==> config.mk <==
export PLATFORM = sky130hd
export DESIGN_NAME = gf2_poly_divider
export DESIGN_NICKNAME = d
export VERILOG_FILES = /design/src/rtl/gf2_poly_pkg.sv /design/src/rtl/gf2_poly_divider_step.sv /design/src/rtl/gf2_poly_divider.sv
export SDC_FILE = /design/constraint.sdc
export NUM_CORES = 1
export LEC_CHECK = 0
export CAP_MARGIN = 0
export CORE_MARGIN = 3
export CORE_UTILIZATION = 40
export DETAILED_ROUTE_END_ITERATION = 16
export HOLD_SLACK_MARGIN = 0.06
export PLACE_DENSITY = 0.64
export RECOVER_POWER = 50
export SLEW_MARGIN = 5
export SYNTH_ARGS = -nofsm -noshare
export SYNTH_HDL_FRONTEND = slang
export SYNTH_HIERARCHICAL = 1
export SYNTH_SLANG_ARGS = --single-unit
export TNS_END_PERCENT = 1
==> constraint.sdc <==
create_clock -name clk -period 3.3 [get_ports clk]
set_input_delay 0.66 -clock clk [delete_from_list [all_inputs] [get_ports clk]]
set_output_delay 0.66 -clock clk [all_outputs]
set_load 0.02 [all_outputs]
==> src/rtl/gf2_poly_pkg.sv <==
// Shared widths, FSM state type and the carry-less multiply used by the GF(2) divider/multiplier pair.
package gf2_poly_pkg;

    localparam int GF2_DIVIDEND_W = 7;
    localparam int GF2_DIVISOR_W  = 4;
    localparam int GF2_Q_W        = GF2_DIVIDEND_W - GF2_DIVISOR_W + 1;
    localparam int GF2_R_W        = GF2_DIVISOR_W - 1;

    typedef enum logic [1:0] {
        IDLE = 2'd0,
        RUN  = 2'd1,
        DONE = 2'd2
    } gf2_div_state_e;

    // Carry-less product: every set quotient bit XORs in a shifted copy of b.
    function automatic logic [GF2_DIVIDEND_W-1:0] gf2_mul(
        input logic [GF2_Q_W-1:0]       a,
        input logic [GF2_DIVISOR_W-1:0] b
    );
        logic [GF2_DIVIDEND_W-1:0] acc;
        logic [GF2_DIVIDEND_W-1:0] b_ext;
        acc   = '0;
        b_ext = GF2_DIVIDEND_W'(b);
        for (int i = 0; i < GF2_Q_W; i++) begin
            if (a[i]) begin
                acc = acc ^ (b_ext << i);
            end else begin
                acc = acc;
            end
        end
        return acc;
    endfunction

endpackage

==> src/rtl/gf2_poly_divider_step.sv <==
// One combinational long-division step: tests r[k+R_W] and, if set, cancels it with d<<k.
module gf2_div_step #(
    parameter int DIVIDEND_W = 7,
    parameter int DIVISOR_W  = 4,
    parameter int KW         = 2
) (
    input  logic [DIVIDEND_W-1:0] r_i,
    input  logic [DIVISOR_W-1:0]  d_i,
    input  logic [KW-1:0]         k_i,
    output logic [DIVIDEND_W-1:0] r_o,
    output logic                  q_bit_o
);

    localparam int R_W = DIVISOR_W - 1;
    localparam int IW  = (DIVIDEND_W > 1) ? $clog2(DIVIDEND_W) : 1;

    logic [IW-1:0]         idx_s;
    logic [DIVIDEND_W-1:0] d_shift_s;

    // Leading-coefficient test and conditional XOR of the aligned divisor.
    always_comb begin
        idx_s     = IW'(k_i) + IW'(R_W);
        d_shift_s = DIVIDEND_W'(d_i) << k_i;
        q_bit_o   = r_i[idx_s];
        if (q_bit_o) begin
            r_o = r_i ^ d_shift_s;
        end else begin
            r_o = r_i;
        end
    end

endmodule

==> src/rtl/gf2_poly_divider.sv <==
// Sequential GF(2) polynomial divider with valid/ready handshakes.
// Optional GF2DIV_RADIX4_EN resolves two quotient bits per RUN cycle.
module gf2_poly_divider
    import gf2_poly_pkg::*;
#(
    parameter int DIVIDEND_W = GF2_DIVIDEND_W,
    parameter int DIVISOR_W  = GF2_DIVISOR_W,
    localparam int Q_W       = DIVIDEND_W - DIVISOR_W + 1,
    localparam int R_W       = DIVISOR_W - 1
) (
    input  logic                  clk,
    input  logic                  rst_n,
    input  logic                  in_valid,
    output logic                  in_ready,
    input  logic [DIVIDEND_W-1:0] dividend,
    input  logic [DIVISOR_W-1:0]  divisor,
    output logic                  out_valid,
    input  logic                  out_ready,
    output logic [Q_W-1:0]        quotient,
    output logic [R_W-1:0]        remainder,
    output logic                  div_err
);

    localparam int KW = (Q_W > 1) ? $clog2(Q_W) : 1;

    gf2_div_state_e        state_q, state_d;
    logic [DIVIDEND_W-1:0] r_q, r_d;
    logic [DIVISOR_W-1:0]  d_q, d_d;
    logic [Q_W-1:0]        q_q, q_d;
    logic [KW-1:0]         k_q, k_d;
    logic [Q_W-1:0]        quot_q, quot_d;
    logic [R_W-1:0]        rem_q, rem_d;
    logic                  err_q, err_d;
    logic                  in_ready_q, in_ready_d;
    logic                  out_valid_q, out_valid_d;

    logic [DIVIDEND_W-1:0] s0_r_s;
    logic                  s0_bit_s;

    gf2_div_step #(
        .DIVIDEND_W (DIVIDEND_W),
        .DIVISOR_W  (DIVISOR_W),
        .KW         (KW)
    ) u_step0 (
        .r_i     (r_q),
        .d_i     (d_q),
        .k_i     (k_q),
        .r_o     (s0_r_s),
        .q_bit_o (s0_bit_s)
    );

`ifdef GF2DIV_RADIX4_EN
    logic [KW-1:0]         k_m1_s;
    logic [DIVIDEND_W-1:0] s1_r_s;
    logic                  s1_bit_s;

    assign k_m1_s = k_q - KW'(1);

    // Second chained stage works on the first stage's partial remainder at k-1.
    gf2_div_step #(
        .DIVIDEND_W (DIVIDEND_W),
        .DIVISOR_W  (DIVISOR_W),
        .KW         (KW)
    ) u_step1 (
        .r_i     (s0_r_s),
        .d_i     (d_q),
        .k_i     (k_m1_s),
        .r_o     (s1_r_s),
        .q_bit_o (s1_bit_s)
    );
`endif

    // Next-state, datapath and registered-output decode.
    always_comb begin
        state_d = state_q;
        r_d     = r_q;
        d_d     = d_q;
        q_d     = q_q;
        k_d     = k_q;
        quot_d  = quot_q;
        rem_d   = rem_q;
        err_d   = err_q;
        case (state_q)
            IDLE: begin
                if (in_valid) begin
                    if (divisor[DIVISOR_W-1]) begin
                        state_d = RUN;
                        r_d     = dividend;
                        d_d     = divisor;
                        q_d     = '0;
                        k_d     = KW'(Q_W - 1);
                    end else begin
                        // Non-monic: no steps, dividend low bits pass straight through.
                        state_d = DONE;
                        quot_d  = '0;
                        rem_d   = dividend[R_W-1:0];
                        err_d   = 1'b1;
                    end
                end else begin
                    state_d = IDLE;
                end
            end
            RUN: begin
                q_d[k_q] = s0_bit_s;
`ifdef GF2DIV_RADIX4_EN
                if (k_q == KW'(0)) begin
                    r_d     = s0_r_s;
                    state_d = DONE;
                    quot_d  = q_d;
                    rem_d   = s0_r_s[R_W-1:0];
                    err_d   = 1'b0;
                end else begin
                    q_d[k_m1_s] = s1_bit_s;
                    r_d         = s1_r_s;
                    if (k_q == KW'(1)) begin
                        state_d = DONE;
                        quot_d  = q_d;
                        rem_d   = s1_r_s[R_W-1:0];
                        err_d   = 1'b0;
                    end else begin
                        k_d = k_q - KW'(2);
                    end
                end
`else
                r_d = s0_r_s;
                if (k_q == KW'(0)) begin
                    state_d = DONE;
                    quot_d  = q_d;
                    rem_d   = s0_r_s[R_W-1:0];
                    err_d   = 1'b0;
                end else begin
                    k_d = k_q - KW'(1);
                end
`endif
            end
            DONE: begin
                if (out_ready) begin
                    state_d = IDLE;
                end else begin
                    state_d = DONE;
                end
            end
            default: begin
                state_d = IDLE;
            end
        endcase
        in_ready_d  = (state_d == IDLE);
        out_valid_d = (state_d == DONE);
    end

    // State and result registers; reset discards any in-flight operation.
    always_ff @(posedge clk or negedge rst_n) begin
        if (!rst_n) begin
            state_q     <= IDLE;
            r_q         <= '0;
            d_q         <= '0;
            q_q         <= '0;
            k_q         <= '0;
            quot_q      <= '0;
            rem_q       <= '0;
            err_q       <= 1'b0;
            in_ready_q  <= 1'b1;
            out_valid_q <= 1'b0;
        end else begin
            state_q     <= state_d;
            r_q         <= r_d;
            d_q         <= d_d;
            q_q         <= q_d;
            k_q         <= k_d;
            quot_q      <= quot_d;
            rem_q       <= rem_d;
            err_q       <= err_d;
            in_ready_q  <= in_ready_d;
            out_valid_q <= out_valid_d;
        end
    end

    assign in_ready  = in_ready_q;
    assign out_valid = out_valid_q;
    assign quotient  = quot_q;
    assign remainder = rem_q;
    assign div_err   = err_q;

endmodule
Yosys cells after proc, flatten, opt, wreduce, memory -nomap -nowiden
Cells that the tools add are included.

cells by class
  multiplexer cells = 33
  eq/ne operators = 9
  shift operators = 1
  $add $sub $neg = 2
  bitwise logic cells = 1
  order comparisons = 3
  reduce and logical (&&, ||, !) cells = 10

operators with widths
  operator               number
  $mux W7                3
  $mux W4                5
  $pmux W4 S2            2
  $mux W2                7
  $pmux W7 S2            1
  $ne A2 B2 Y1 const B   6
  $reduce_and A4 Y1      3
  $mux W3                3
  $shl A4 B2 Y7          1
  $xor A7 B7 Y7          1
  $logic_not A2 Y1       3
  $pmux W2 S3            1
  $pmux W3 S2            1
  $reduce_and A3 Y1      2
  $mux W1                5
  $bwmux W4              1
  $eq A2 B2 Y1 const B   2
  $lt A3 B4 Y1 const B   1
  $pmux W2 S2            1
  $add A2 B2 Y3 const B  1
  $bmux W1 S3            1
  $lt A2 B3 Y1 const B   1
  $demux W1 S2           1
  $eq A2 B1 Y1 const B   1
  other kinds (5)        5

storage, ports and cells
  logic and storage cells = 70
  register bits after elaboration = 29
  output and inout bits = 10

Depth between registers and ports, before layout
  depth in word-level cells = 7
  depth in mapped cells = 9
  depth with buffers taken out = 8

Cells and area by module
The synthesis kept the hierarchy.

by module, submodules not included
  module            cells an instance  area an instance (um2)  times used  sequential area each (um2)
  gf2_poly_divider  101                1,331.3                 1           701.9
  gf2_div_step      35                 271.5                   1           0.0

Least setup slack after synthesis
OpenSTA, ideal clock, no wires.

  path type = reg-to-reg
  start = reg k_q[1]
  end = reg rem_q[0] (netlist: remainder[0])
  cell stages (with the launch flop) = 10
  required time = 3,175 ps
  slack = 524 ps
  arrival = 2,651 ps
  period minus slack after synthesis = 2,776 ps
  cell sequence = dfrtp_1 -> clkbuf_1 -> inv_1 -> ha_1 -> mux2i_1 -> mux4_2 -> nor4b_2 -> xor2_1 -> mux2_2 -> mux2_4

on the way
  cells in the longest elaborated chain, start to end = 6

ends and longest elaborated chain
  what                           RTL line                     RTL
  start: declaration             gf2_poly_divider.sv:30       logic [KW-1:0] k_q, k_d;
  start signal: assignment       gf2_poly_divider.sv:169      k_q <= k_d;
  $add A2 B2 Y3                  gf2_poly_divider_step.sv:22  idx_s = IW'(k_i) + IW'(R_W);
  $bmux W1 S3                    gf2_poly_divider_step.sv:24  q_bit_o = r_i[idx_s];
  $mux W1 (implied by the code)  gf2_poly_divider_step.sv:24
  $mux W7 (*)                    gf2_poly_divider_step.sv:25  if (q_bit_o) begin
  net s0_r_s[0]                  gf2_poly_divider.sv:37       logic [DIVIDEND_W-1:0] s0_r_s;
  $mux W3 (*)                    gf2_poly_divider.sv:126      if (k_q == KW'(0)) begin
  $pmux W3 S2 (*)                gf2_poly_divider.sv:83       case (state_q)
  end signal: assignment         gf2_poly_divider.sv:171      rem_q <= rem_d;
  end: declaration               gf2_poly_divider.sv:32       logic [R_W-1:0] rem_q, rem_d;

Mark *: on every way through the listed nets, which the timed path passes. The rest lies on a longest branch. The select of a mux whose other input is x is not followed.
A chain may end at the register's enable or synchronous reset.

Final worst setup path
  start = reg k_q[0]
  end = reg rem_q[1] (netlist: remainder[1])

The elaborated chain is that of the path after synthesis.

==> reports/summary.txt <==
Post-DP HPWL: 2.23 mm
Area delta synth->final: 20.1%
Longest Clk Path Bufs: 2
Die W: 69.3 µm
CTS H-tree depth: 1
CP max-delay cell: mux4_2
Clock root cell: clkbuf_8
Power per cell area: 1010 nW/µm²
Worst R2R Start: k_q[0]$_DFFE_PN0P_
Worst-path clk slew: 100 ps
Number of global-route vias before repair: 1092
TritonCTS clock tree: built
Fin crit period: 2600 ps
Final setup skew: 8.60 ps
Vias: 1085
Biggest area consumer among synthesized cells: dfrtp_1
Critical path launch point type: register
Crit end category: register
WL per Instance: 14.5 µm
Slowest stage delay, CP: 570 ps
Synth Instances: 136
Tcrit/Tclk final: 78.7%
Fmax: 385 MHz
Critical Path RT: 3470 ps
CP Class: register to register
GRT Resource Usage Total: 13.2%
Clk_lat worst skew: 280 ps
VDD IR max: 0.422 mV
Crit path setup slack, layout: 702 ps
Die ar.: 4800 µm²
Top delay family on crit path: multiplexers
TritonRoute pass-1 iters: 4
Row cnt: 22
DRT antenna net count: 0
Hold/Removal Path Class: register to register
Async SR Flop Fraction: 100%
# resized after CTS: 0
Sequential cell area: 702 µm²
Total power: 1.94 mW
WHS Path Cells: 1
RSZ-0062 raised after global routing: false
Mapped cell area: 1600 µm²
Starting Density: 42.5%
Share of cells above drive strength 1: 19.9%
Crit-path cells: inv_2 -> ha_1 -> mux2i_1 -> mux4_2 -> nor3_1 -> xor2_1 -> mux2_2 -> mux2_4
Hold Crit Start: q_q[2]$_DFFE_PN0P_
Gr ovfl total: 0
Global-route wire length before repair: 5.26 mm
Final Max Slew Viols: 0
Total Wirelength: 3.03 mm
Worst hold margin: 485 ps
Initial antenna violation count: 0
Core footprint: 3770 µm²
Final setup violation count: 0
Nets: 182
Ys flop type: dfrtp_1
Total setup buffers inserted after CTS: 0
Worst reg2reg path endpoint: remainder[1]$_DFFE_PN0P_
Worst R2R Path Depth: 8
Number of synthesized flops with an enable pin: 0
Total CTS buffers: 3
Total negative slack: 0 ps
Top Ports: 25
Commonest non-fill, non-tap cell in the layout: dfrtp_1
Port Buffers: 24
Number of diodes: 0
Rel. slew slack: 0.0218%
CTS sink cnt: 28
Post-synthesis cell type count: 40
Area of the multi-input gates: 826 µm²
Status: finished, violations left
Maxcap violations: 1
Final Hold Fails: 0
Crit path DAT: 2770 ps
Die H: 69.3 µm
Initial drt markers: 51
YS warnings: 6
Slew @ Worst Pin: 1500 ps
Crit path max fanout: 8
Flop-to-flop setup slack: 700 ps
Leakage: 0.880 nW
Drt drc: 0
Most frequent cells in the layout: dfrtp_1, clkdlybuf4s50_1, mux2i_1
RD Place Congestion: 0.796
Largest net degree at the start of global routing: 29
Failing checks: max-capacitance violations
Pre-CTS WS: 729 ps
Fill count: 330
Min-Delay Endpoint: q_q[2]$_DFFE_PN0P_
Vias per cell: 5.19
Synthesized flop and latch total: 28
Post-Syn Nets: 156
Fin cells: 209
Hold Buf Count CTS: 0
Buf/Inv on CP: 1
Top post-synthesis cells by area: dfrtp_1, mux2i_1, mux2_2, mux2_4, ha_1
Placed Cells: 205
Synthesized area per cell: 11.8 µm²
Top cell type's share of synthesized area: 42.2%
Sequential element share of the synthesized area: 43.8%
## how the worst max path moves through the flow
stage	depth (start not counted)	endpoint	from
finish	8	remainder[1]$_DFFE_PN0P_	k_q[0]$_DFFE_PN0P_
global placement	8	remainder[0]$_DFFE_PN0P_	k_q[0]$_DFFE_PN0P_
CTS	8	remainder[1]$_DFFE_PN0P_	k_q[0]$_DFFE_PN0P_
floorplan	9	remainder[0]$_DFFE_PN0P_	k_q[1]$_DFFE_PN0P_
detailed placement	8	remainder[1]$_DFFE_PN0P_	k_q[0]$_DFFE_PN0P_
global route	8	remainder[1]$_DFFE_PN0P_	k_q[0]$_DFFE_PN0P_
## area by class of cell
| type | instances | area share (%) |
|---|---|---|
| multi-input cells | 96 | 42.9 |
| flip-flops and latches | 28 | 36.5 |
| repair buffers | 27 | 13.5 |
| well taps | 48 | 3.12 |
| clock buffers | 4 | 2.86 |
| inverters | 6 | 1.17 |
## cells in the mapped netlist (2+ instances only)
cell,n
a21o_1,2
buf_6,2
xor2_1,6
mux2i_1,13
nand2_1,3
a21oi_1,3
nor2_1,7
a211oi_1,2
mux2_2,11
clkbuf_1,2
ha_1,5
nor4b_2,2
o21ai_0,12
o21a_1,2
dfrtp_1,27
nor3_1,2
mux2_4,6
nand3_1,3
inv_1,5
## cells by family (layout without fill, tap and decap cells)
kind of cell / Yosys count / after routing / synth area share (%)
adders and majority gates: 5 / 5 / 3.90
DFF: 28 / 28 / 43.8
muxes: 31 / 31 / 22.9
xor gates and xnor gates: 7 / 7 / 3.83
and+or+nand+nor: 26 / 26 / 10.4
buffers and inverters: 12 / 37 / 4.06
AOI/OAI and AO/OA: 27 / 27 / 11.2
## per-stage QoR
step,instance area [µm²],utilization (%)
3_3_place_gp,1880,49.9
2_1_floorplan,1600,-
6_report,1920,51.0
3_5_place_dp,1880,49.9
5_1_grt,1920,51.0
4_1_cts,1940,51.4
## state kept, by name, summed over array words and instances (netlist names), 2 cells and up
signal / cells
quotient: 4
d_q: 4
r_q: 7
remainder: 3
k_q: 2
state_q: 2
q_q: 3
## power breakdown
part	switching [mW]	internal, mW
combinational	0.532	0.554
clock	0.106	0.107
sequential	0.142	0.503
total	0.780	1.16
## routing by layer
layer | routed length (µm) | global-route usage, % | share of wire (%)
met5 | 0 | 0 | 0
met4 | 39 | 4.56 | 1.3
met3 | 77 | 1.74 | 2.5
met2 | 1400 | 20.6 | 46
met1 | 1520 | 18.7 | 50
No activity file was read; power rests on OpenSTA's default activity.
